$ cat src/rtl/alu_nibble_seq_if.sv
// alu_nibble_seq_if
//   Request/response bundle for the nibble-serial ALU sequencer.
//   master: drives start, op, a, b; observes busy, done, result, c, n, z, v.
//   slave : the sequencer side (directions reversed).
//   NIBBLES sets the operand width W = 4*NIBBLES.
interface alu_nibble_seq_if #(
  parameter int unsigned NIBBLES = 4
) ();
  localparam int unsigned W = 4 * NIBBLES;

  logic         start;
  logic [2:0]   op;
  logic [W-1:0] a;
  logic [W-1:0] b;
  logic         busy;
  logic         done;
  logic [W-1:0] result;
  logic         c;
  logic         n;
  logic         z;
  logic         v;

  modport master (
    output start, op, a, b,
    input  busy, done, result, c, n, z, v
  );

  modport slave (
    input  start, op, a, b,
    output busy, done, result, c, n, z, v
  );
endinterface

$ cat src/rtl/alu_nibble_seq.sv
// alu_nibble_seq
//   Performs W-bit (W = 4*NIBBLES) ALU operations by running one 4-bit
//   add/sub/logic slice per clock, LSB nibble first, chaining carry.
//   Ports:
//     clk      rising-edge clock
//     reset_n  asynchronous active-low reset
//     bus      alu_nibble_seq_if.slave: start/op/a/b in,
//              busy/done/result/c/n/z/v out (all outputs registered)
//   op: 000 ~a, 001 ~b, 010 a&b, 011 a|b, 100 a^b, 101 ~(a^b), 110 a+b, 111 a-b
//   Optional build macro ALU_SEQ_FAST_LOGIC_EN: logic ops (000-101) complete
//   at the accepting edge without entering RUN; add/sub are unaffected.
module alu_nibble_seq #(
  parameter int unsigned NIBBLES = 4
) (
  input logic             clk,
  input logic             reset_n,
  alu_nibble_seq_if.slave bus
);
  localparam int unsigned W  = 4 * NIBBLES;
  localparam int unsigned CW = (NIBBLES > 1) ? $clog2(NIBBLES) : 1;

  typedef enum logic {
    IDLE,
    RUN
  } state_t;

  state_t         state, state_nxt;
  logic           accept, finish;

  logic [2:0]     op_q;
  logic [W-1:0]   a_q, b_q;
  logic [CW-1:0]  cnt;
  logic           carry;
  logic           zacc;
  logic [W-1:0]   work;

  logic [W-1:0]   result_q;
  logic           done_q, c_q, n_q, z_q, v_q;

  logic           is_arith, is_sub, last;
  logic [3:0]     sa, sb, sbx, nib;
  logic [4:0]     sum5;
  logic           cin3;
  logic [W-1:0]   work_nxt;

  function automatic logic [3:0] logic_nib(input logic [2:0] f,
                                           input logic [3:0] x,
                                           input logic [3:0] y);
    case (f)
      3'b000:  return ~x;
      3'b001:  return ~y;
      3'b010:  return x & y;
      3'b011:  return x | y;
      3'b100:  return x ^ y;
      default: return ~(x ^ y);
    endcase
  endfunction

  // One nibble of the current operation.
  always_comb begin
    is_arith = op_q[2] & op_q[1];
    is_sub   = (op_q == 3'b111);
    last     = (cnt == CW'(NIBBLES - 1));
    sa       = a_q[{cnt, 2'b00} +: 4];
    sb       = b_q[{cnt, 2'b00} +: 4];
    sbx      = is_sub ? ~sb : sb;
    sum5     = {1'b0, sa} + {1'b0, sbx} + {4'b0000, carry};
    // Carry into the nibble's top bit, recovered from its sum bit.
    cin3     = sa[3] ^ sbx[3] ^ sum5[3];
    nib      = is_arith ? sum5[3:0] : logic_nib(op_q, sa, sb);
    work_nxt = work;
    work_nxt[{cnt, 2'b00} +: 4] = nib;
  end

`ifdef ALU_SEQ_FAST_LOGIC_EN
  logic [W-1:0] fast_w;
  logic         req_logic;

  always_comb begin
    fast_w    = '0;
    req_logic = !(bus.op[2] & bus.op[1]);
    for (int unsigned i = 0; i < NIBBLES; i++) begin
      fast_w[4*i +: 4] = logic_nib(bus.op, bus.a[4*i +: 4], bus.b[4*i +: 4]);
    end
  end
`endif

  always_ff @(posedge clk or negedge reset_n) begin
    if (!reset_n) state <= IDLE;
    else          state <= state_nxt;
  end

  always_comb begin
    state_nxt = state;
    accept    = 1'b0;
    finish    = 1'b0;
    case (state)
      IDLE: begin
        if (bus.start) begin
          accept = 1'b1;
`ifdef ALU_SEQ_FAST_LOGIC_EN
          state_nxt = req_logic ? IDLE : RUN;
`else
          state_nxt = RUN;
`endif
        end
      end
      RUN: begin
        if (last) begin
          finish    = 1'b1;
          state_nxt = IDLE;
        end
      end
      default: state_nxt = IDLE;
    endcase
  end

  always_ff @(posedge clk or negedge reset_n) begin
    if (!reset_n) begin
      op_q     <= '0;
      a_q      <= '0;
      b_q      <= '0;
      cnt      <= '0;
      carry    <= 1'b0;
      zacc     <= 1'b0;
      work     <= '0;
      result_q <= '0;
      done_q   <= 1'b0;
      c_q      <= 1'b0;
      n_q      <= 1'b0;
      z_q      <= 1'b0;
      v_q      <= 1'b0;
    end else begin
      done_q <= 1'b0;
      if (accept) begin
        op_q  <= bus.op;
        a_q   <= bus.a;
        b_q   <= bus.b;
        cnt   <= '0;
        carry <= (bus.op == 3'b111);
        zacc  <= 1'b1;
        work  <= '0;
`ifdef ALU_SEQ_FAST_LOGIC_EN
        if (req_logic) begin
          result_q <= fast_w;
          c_q      <= 1'b0;
          v_q      <= 1'b0;
          n_q      <= fast_w[W-1];
          z_q      <= (fast_w == '0);
          done_q   <= 1'b1;
        end
`endif
      end else if (state == RUN) begin
        cnt   <= finish ? '0 : cnt + CW'(1);
        carry <= sum5[4];
        zacc  <= zacc & (nib == 4'h0);
        work  <= work_nxt;
        // Visible result/flags change only here; during RUN they hold.
        if (finish) begin
          result_q <= work_nxt;
          c_q      <= is_arith & sum5[4];
          v_q      <= is_arith & (cin3 ^ sum5[4]);
          n_q      <= work_nxt[W-1];
          z_q      <= zacc & (nib == 4'h0);
          done_q   <= 1'b1;
        end
      end
    end
  end

  assign bus.busy   = (state == RUN);
  assign bus.done   = done_q;
  assign bus.result = result_q;
  assign bus.c      = c_q;
  assign bus.n      = n_q;
  assign bus.z      = z_q;
  assign bus.v      = v_q;
endmodule
$ cat src/flat_wrapper.sv
// flat-port wrapper written by rule: the top's interface ports become plain ports
module alu_nibble_seq_flat 
#(
  parameter int unsigned NIBBLES = 4
)
  (clk, reset_n, bus_start, bus_op, bus_a, bus_b, bus_busy, bus_done, bus_result, bus_c, bus_n, bus_z, bus_v);
  alu_nibble_seq_if #(.NIBBLES(NIBBLES)) bus_i ();
  input logic clk;
  input logic reset_n;
  input wire logic [$bits(bus_i.start)-1:0] bus_start;
  input wire logic [$bits(bus_i.op)-1:0] bus_op;
  input wire logic [$bits(bus_i.a)-1:0] bus_a;
  input wire logic [$bits(bus_i.b)-1:0] bus_b;
  output wire logic [$bits(bus_i.busy)-1:0] bus_busy;
  output wire logic [$bits(bus_i.done)-1:0] bus_done;
  output wire logic [$bits(bus_i.result)-1:0] bus_result;
  output wire logic [$bits(bus_i.c)-1:0] bus_c;
  output wire logic [$bits(bus_i.n)-1:0] bus_n;
  output wire logic [$bits(bus_i.z)-1:0] bus_z;
  output wire logic [$bits(bus_i.v)-1:0] bus_v;
  assign bus_i.start = bus_start;
  assign bus_i.op = bus_op;
  assign bus_i.a = bus_a;
  assign bus_i.b = bus_b;
  assign bus_busy = bus_i.busy;
  assign bus_done = bus_i.done;
  assign bus_result = bus_i.result;
  assign bus_c = bus_i.c;
  assign bus_n = bus_i.n;
  assign bus_z = bus_i.z;
  assign bus_v = bus_i.v;
  alu_nibble_seq #(.NIBBLES(NIBBLES)) u_core (.clk(clk), .reset_n(reset_n), .bus(bus_i));
endmodule
$ cat config.mk
export PLATFORM = sky130hd
export DESIGN_NAME = alu_nibble_seq_flat
export DESIGN_NICKNAME = d
export VERILOG_FILES = /design/src/rtl/alu_nibble_seq_if.sv /design/src/rtl/alu_nibble_seq.sv /design/src/flat_wrapper.sv
export SDC_FILE = /design/constraint.sdc
export NUM_CORES = 1
export LEC_CHECK = 0
export ABC_AREA = 0
export CORE_MARGIN = 3
export CORE_UTILIZATION = 40
export DETAILED_ROUTE_END_ITERATION = 10
export DONT_BUFFER_PORTS = 1
export PLACE_DENSITY_LB_ADDON = 0.2
export SYNTH_ARGS = -nofsm -noshare
export SYNTH_HDL_FRONTEND = slang
export SYNTH_SLANG_ARGS = --single-unit
$ cat constraint.sdc
create_clock -name clk -period 4 [get_ports clk]
set_clock_uncertainty 0.15 [all_clocks]
set_input_delay 0.8 -clock clk [delete_from_list [all_inputs] [get_ports clk]]
set_output_delay 0.8 -clock clk [all_outputs]
set_load 0.005 [all_outputs]
======== Word-level counts from Yosys, hierarchy flattened ========
Index checks and enable logic that the tools add are counted.
storage, ports and cells
  register bits after elaboration ......... 77
  input port bits ......................... 38
  output and inout port bits .............. 22
  word-level logic and storage cells ...... 70
cells by class
  add/subtract/negate cells ............... 4
  equal/unequal tests ..................... 7
  shifts and indexed selects .............. 4
  mux-type cells .......................... 22
  bitwise logic cells ..................... 15
  reductions and logical operators ........ 4
operator list
  cell                                                                    number
  16-bit 2-to-1 mux                                                       2
  16-bit by 5-bit variable part select with 4-bit output                  2
  4-bit one-hot mux with 5 select lines                                   1
  16-bit bitwise mux                                                      1
  4-bit by 6-bit variable shift with 16-bit output, first input constant  1
  4-bit by 6-bit variable part select with 16-bit output                  1
  1-bit 2-to-1 mux                                                        12
  4-bit inverter                                                          3
  3-bit == test, second input constant                                    3
  4-bit 2-to-1 mux                                                        2
  3-bit by 2-bit == test with 1-bit output, second input constant         2
  2-bit 2-to-1 mux                                                        3
  4-bit negator with 6-bit output                                         1
  4-bit by 4-bit adder with 5-bit output                                  1
  5-bit by 1-bit adder with 5-bit output                                  1
  1-bit bitwise AND                                                       4
  4-bit bitwise AND                                                       1
  4-bit zero test                                                         1
  4-bit OR                                                                1
  4-bit bitwise XOR                                                       1
  3-bit by 1-bit == test with 1-bit output, second input constant         1
  3-bit zero test                                                         1
  3-bit AND reduction                                                     1
  1-bit bitwise XOR                                                       3
  other kinds (5)                                                         6

======== Longest topological paths before layout ========
  depth in word-level cells ............... 10
  depth in mapped cells ................... 12
  depth with buffers taken out ............ 9

======== Worst setup path after synthesis ========
No wires, ideal clock.
  path type ............................... register -> register
  start ................................... register u_core.cnt[0]
  end ..................................... register u_core.result_q[2] (netlist: u_core.bus.result[2])
  arrival time ............................ 3.288 ns
  required time ........................... 3.724 ns
  path slack .............................. 0.436 ns
  cell stages (with the launch flop) ...... 11
  period minus slack after synthesis ...... 3.564 ns
  path through ............................ dfrtp_1 -> buf_6 -> buf_2 -> mux4_2 -> xnor2_1 -> fa_1 -> fa_1 -> xor2_1 -> mux4_2 -> a221oi_1 -> nor2_1
on the way
  cells in the longest elaborated chain, start to end .. 8
RTL lines
  element                                                 RTL line                                    text
  start, declared                                         alu_nibble_seq.sv:32                        logic [CW-1:0] cnt;
  start signal, assigned                                  alu_nibble_seq.sv:154                       cnt <= finish ? '0 : cnt + CW'(1);
  16-bit by 5-bit variable part select with 4-bit output  alu_nibble_seq.sv:65                        sb = b_q[{cnt, 2'b00} +: 4];
  4-bit inverter                                          alu_nibble_seq.sv:51, alu_nibble_seq.sv:66
  4-bit 2-to-1 mux                                        alu_nibble_seq.sv:66                        sbx = is_sub ? ~sb : sb;
  4-bit by 4-bit adder with 5-bit output                  alu_nibble_seq.sv:67                        sum5 = {1'b0, sa} + {1'b0, sbx} + {4'b0000, carry};
  5-bit by 1-bit adder with 5-bit output                  alu_nibble_seq.sv:67
  4-bit 2-to-1 mux                                        alu_nibble_seq.sv:70                        nib = is_arith ? sum5[3:0] : logic_nib(op_q, sa, sb);
  4-bit by 6-bit variable part select with 16-bit output  alu_nibble_seq.sv:72                        work_nxt[{cnt, 2'b00} +: 4] = nib;
  16-bit bitwise mux                                      alu_nibble_seq.sv:72
  end signal, assigned                                    alu_nibble_seq.sv:160                       result_q <= work_nxt;
  end, declared                                           alu_nibble_seq.sv:37                        logic [W-1:0] result_q;
Several ways; a longest one is shown, not always the timed one.
A chain may end at the register's enable or synchronous reset.

======== Worst setup path in the final report ========
  start ................................... register u_core.cnt[0]
  end ..................................... register u_core.z_q (netlist: u_core.bus.z)
on the way
  cells in the longest elaborated chain, start to end .. 8
RTL lines
  element                                                 RTL line                                    text
  16-bit by 5-bit variable part select with 4-bit output  alu_nibble_seq.sv:65
  4-bit inverter                                          alu_nibble_seq.sv:51, alu_nibble_seq.sv:66
  4-bit 2-to-1 mux                                        alu_nibble_seq.sv:66
  4-bit by 4-bit adder with 5-bit output                  alu_nibble_seq.sv:67
  5-bit by 1-bit adder with 5-bit output                  alu_nibble_seq.sv:67
  4-bit 2-to-1 mux                                        alu_nibble_seq.sv:70
  4-bit zero test                                         alu_nibble_seq.sv:164                       z_q <= zacc & (nib == 4'h0);
  1-bit bitwise AND                                       alu_nibble_seq.sv:164
  end signal, assigned                                    alu_nibble_seq.sv:164
  end, declared                                           alu_nibble_seq.sv:38                        logic done_q, c_q, n_q, z_q, v_q;
Several ways; a longest one is shown, not always the timed one.

==> impl_metrics.env <==
export IMPL_setup_violations=0
export IMPL_insertedDiodeCount=0
export IMPL_nFillCells=886
export IMPL_slew_limit_headroom=0.282
export IMPL_postPlaceCellArea_sq_um=3930
export IMPL_status="complete, no violations"
export IMPL_cts_setup_buffers=0
export IMPL_intPower_mw=2.58
export IMPL_gp_congestion=0.792
export IMPL_pwr_share_clk=0.155
export IMPL_worst_slack_ps=493
export IMPL_grt_pass1_vias=2552
export IMPL_switchingPower_mw=1.79
export IMPL_antenna_found_initial=0
export IMPL_pwr_share_comb=0.531
export IMPL_nNetsFinal=374
export IMPL_synthDistinctLibCells=44
export IMPL_peakVddDrop_mv=0.525
export IMPL_area_delta_synth_final_pct=9.16
export IMPL_p_leak_nw=1.80
export IMPL_hpwl_microns=5620
export IMPL_seq_area_frac_synth=0.470
export IMPL_max_freq_mhz=285
export IMPL_finalNonFillerCells=452
export IMPL_fin_crit_ps=3510
export IMPL_p_seq_frac=0.314
export IMPL_synth_area_sq_um=3840
export IMPL_port_buffers=0
export IMPL_crit_fanout=9
export IMPL_vias_per_cell=5.38
export IMPL_fin_area_sq_um=4190
export IMPL_critPathBufInv=0
export IMPL_finalCritPeriodShare=0.877
export IMPL_synth_edff_count=0
export IMPL_cp_start_kind="register"
export IMPL_fin_util=0.451
export IMPL_rsz0062_at_grt="false"
export IMPL_worst_slew_pin_slew_ps=1070
export IMPL_yosys_warnings=0
export IMPL_dieArea_sq_um=10800
export IMPL_ctsResizeCount=0
export IMPL_slew_violations=0
export IMPL_crit_type="reg2reg"
export IMPL_dr_pass1_iters=6
export IMPL_drtIter0Drc=100
export IMPL_cap_violations=0
export IMPL_post_drt_wl_per_cell_microns=17.2
export IMPL_drcViolationCount=0
export IMPL_cp_required_ps=4140
export IMPL_rows=35
export IMPL_drive_gt1_frac=0.229
export IMPL_root_buffer="clkbuf_8"
export IMPL_grt_util_all_layers=0.152
export IMPL_critPathArrivalTime_ps=3640
export IMPL_regArea_sq_um=1800
export IMPL_io_pins=60
export IMPL_multi_input_area_sq_um=1860
export IMPL_ant_nets=0
export IMPL_grt_start_max_net_pins=73
export IMPL_placedCellCount=436
export IMPL_synthCells=323
export IMPL_grt_pass1_wl_microns=13200
export IMPL_cp_end_kind="register"
export IMPL_clk_latency_ps=350
export IMPL_num_vias=2434
export IMPL_routed_wl_microns=7790
export IMPL_syn_num_nets=378
export IMPL_cts_tree="done"
export IMPL_hold_viol=0
export IMPL_cts_inserted_buffers=9
export IMPL_worstPathCellList="mux4_2 -> xnor2_1 -> fa_1 -> fa_1 -> xor2_1 -> mux4_2 -> nor3_1 -> a31o_2"
export IMPL_swShare=0.410
export IMPL_dieWidth_microns=104
export IMPL_cpMaxStageDelayCell="mux4_2"
export IMPL_cts_sinks=72
export IMPL_tns_ps=0
export IMPL_synthFlopType="dfrtp_1"
export IMPL_gr_total_overflow=0
export IMPL_dpl_worst_slack_ps=471
export IMPL_crit_family="multiplexers"
export IMPL_slowest_delay_ps=610
export IMPL_power_density_nw_per_um2=1040
export IMPL_initial_utilization=0.413
export IMPL_hold_class="in2async"
export IMPL_clk_pin_slew_worst_paths_ps=70
export IMPL_synthArstFlopShare=1.00
export IMPL_core_area_sq_um=9280
export IMPL_synth_seq_cells=72
export IMPL_htreeDepth=3
export IMPL_cts_buffer_depth=2
export IMPL_synth_avg_cell_area_sq_um=11.9
export IMPL_die_height_microns=104
cell type report:
cell class,instances,area share
clock buffer,10,0.0305
sequential,72,0.430
timing repair buffer,7,0.0173
tap,129,0.0385
inverter,17,0.0152
clock inverter,5,0.0254
multi-input combinational,212,0.443
power groups by stage:
stage / Combinational [mW] / Clock [mW] / Sequential, mW
detailed placement: 2.33 / 0 / 1.40
global route: 2.62 / 0.733 / 1.44
CTS: 2.35 / 0.700 / 1.39
finish: 2.32 / 0.679 / 1.38
global placement: 2.29 / 0 / 1.39
floorplan: 1.99 / 0 / 1.24
synthesized netlist by cell type, drive strengths merged (2+ instances only):
master / instances / area share
buf: 9 / 0.020
mux2i: 5 / 0.013
clkbuf: 13 / 0.013
nand2b: 7 / 0.011
nor2: 24 / 0.023
dfrtp: 72 / 0.47
nand3: 3 / 0.0039
xor2: 2 / 0.0046
and3: 2 / 0.0033
a21oi: 7 / 0.0091
o22a: 3 / 0.0068
a221oi: 6 / 0.015
xnor2: 8 / 0.018
a31oi: 3 / 0.0049
inv: 17 / 0.017
a32o: 6 / 0.016
ha: 15 / 0.049
nor2b: 3 / 0.0049
and2: 3 / 0.0049
mux2: 35 / 0.10
a21o: 6 / 0.012
and4: 2 / 0.0046
mux4: 15 / 0.088
fa: 2 / 0.010
a21boi: 3 / 0.0059
nor3: 2 / 0.0026
nand2: 20 / 0.020
o21ai: 19 / 0.025
metrics by stage:
stage / hold WS (ps) / total power, mW
after floorplan: 300 / 3.23
after global placement: 319 / 3.68
after detailed placement: 321 / 3.73
after CTS: 193 / 4.44
after global routing: 187 / 4.79
final: 174 / 4.38
state kept, by name, indices dropped and copies added (netlist names):
register / cells
u_core.b_q: 16
u_core.a_q: 16
u_core.work: 12
u_core.carry: 1
u_core.zacc: 1
u_core.op_q: 3
u_core.bus.v: 1
u_core.bus.c: 1
u_core.bus.busy: 1
u_core.bus.result: 16
u_core.bus.done: 1
u_core.cnt: 2
u_core.bus.z: 1
path summary, 6_finish.rpt:
kind                                start              end  slack [ps]  depth (start not counted)
min                               reset_n    u_core.a_q[1]         170                          1
max reg2reg                 u_core.cnt[0]     u_core.bus.z         490                          8
max                         u_core.cnt[0]     u_core.bus.z         490                          8
min reg2reg                u_core.work[0]   u_core.work[0]         340                          2
min in group clk           u_core.work[0]   u_core.work[0]         340                          2
max in group asynchronous         reset_n  u_core.work[10]        3210                          1
layout by cell type (no fill, tap or decap), types with 2 or more instances in the layout:
cell type,count
and3_1,2
nand3_1,3
nor2_1,24
o22a_1,3
mux2_2,35
nor2b_1,2
inv_1,17
and2_1,2
nand2_1,20
mux4_2,15
bufinv_16,3
and4_1,2
nand2b_1,7
a21oi_1,7
a32o_1,6
a21boi_0,3
xnor2_1,8
fa_1,2
buf_4,6
xor2_1,2
a21o_1,6
nor3_1,2
a31oi_1,3
mux2i_1,5
ha_1,15
dfrtp_1,72
a221oi_1,5
o21ai_0,19
clkbuf_8,9
routing by layer:
metal | up-vias | global-route usage | routed length [microns]
li1 | 1151 | - | -
met1 | 1214 | 0.207 | 3760
met2 | 62 | 0.225 | 3480
met3 | 7 | 0.0639 | 458
met4 | 0 | 0.0408 | 91
met5 | - | 0 | 0
cell families (layout without fill, tap and decap cells):
group	after synthesis	in the layout	synth area share
adders and majority gates	17	17	0.0593
DFF	72	72	0.470
AOI/OAI and AO/OA	60	60	0.110
buffers and inverters	39	39	0.0489
muxes	55	55	0.204
and+or+nand+nor	70	70	0.0858
xor gates and xnor gates	10	10	0.0228
worst register-to-register path, stage by stage, from the launching register on:
cell	delay, ps
dfrtp_1	470
mux4_2	580
xnor2_1	170
fa_1	450
fa_1	410
xor2_1	170
mux4_2	610
nor3_1	260
a31o_2	180
repair_timing:
action	in CTS	in global routing
hold endpoints to repair	72	0
hold buffers	1	0
setup endpoints to repair	0	0
(Power assumes the default switching activity.)
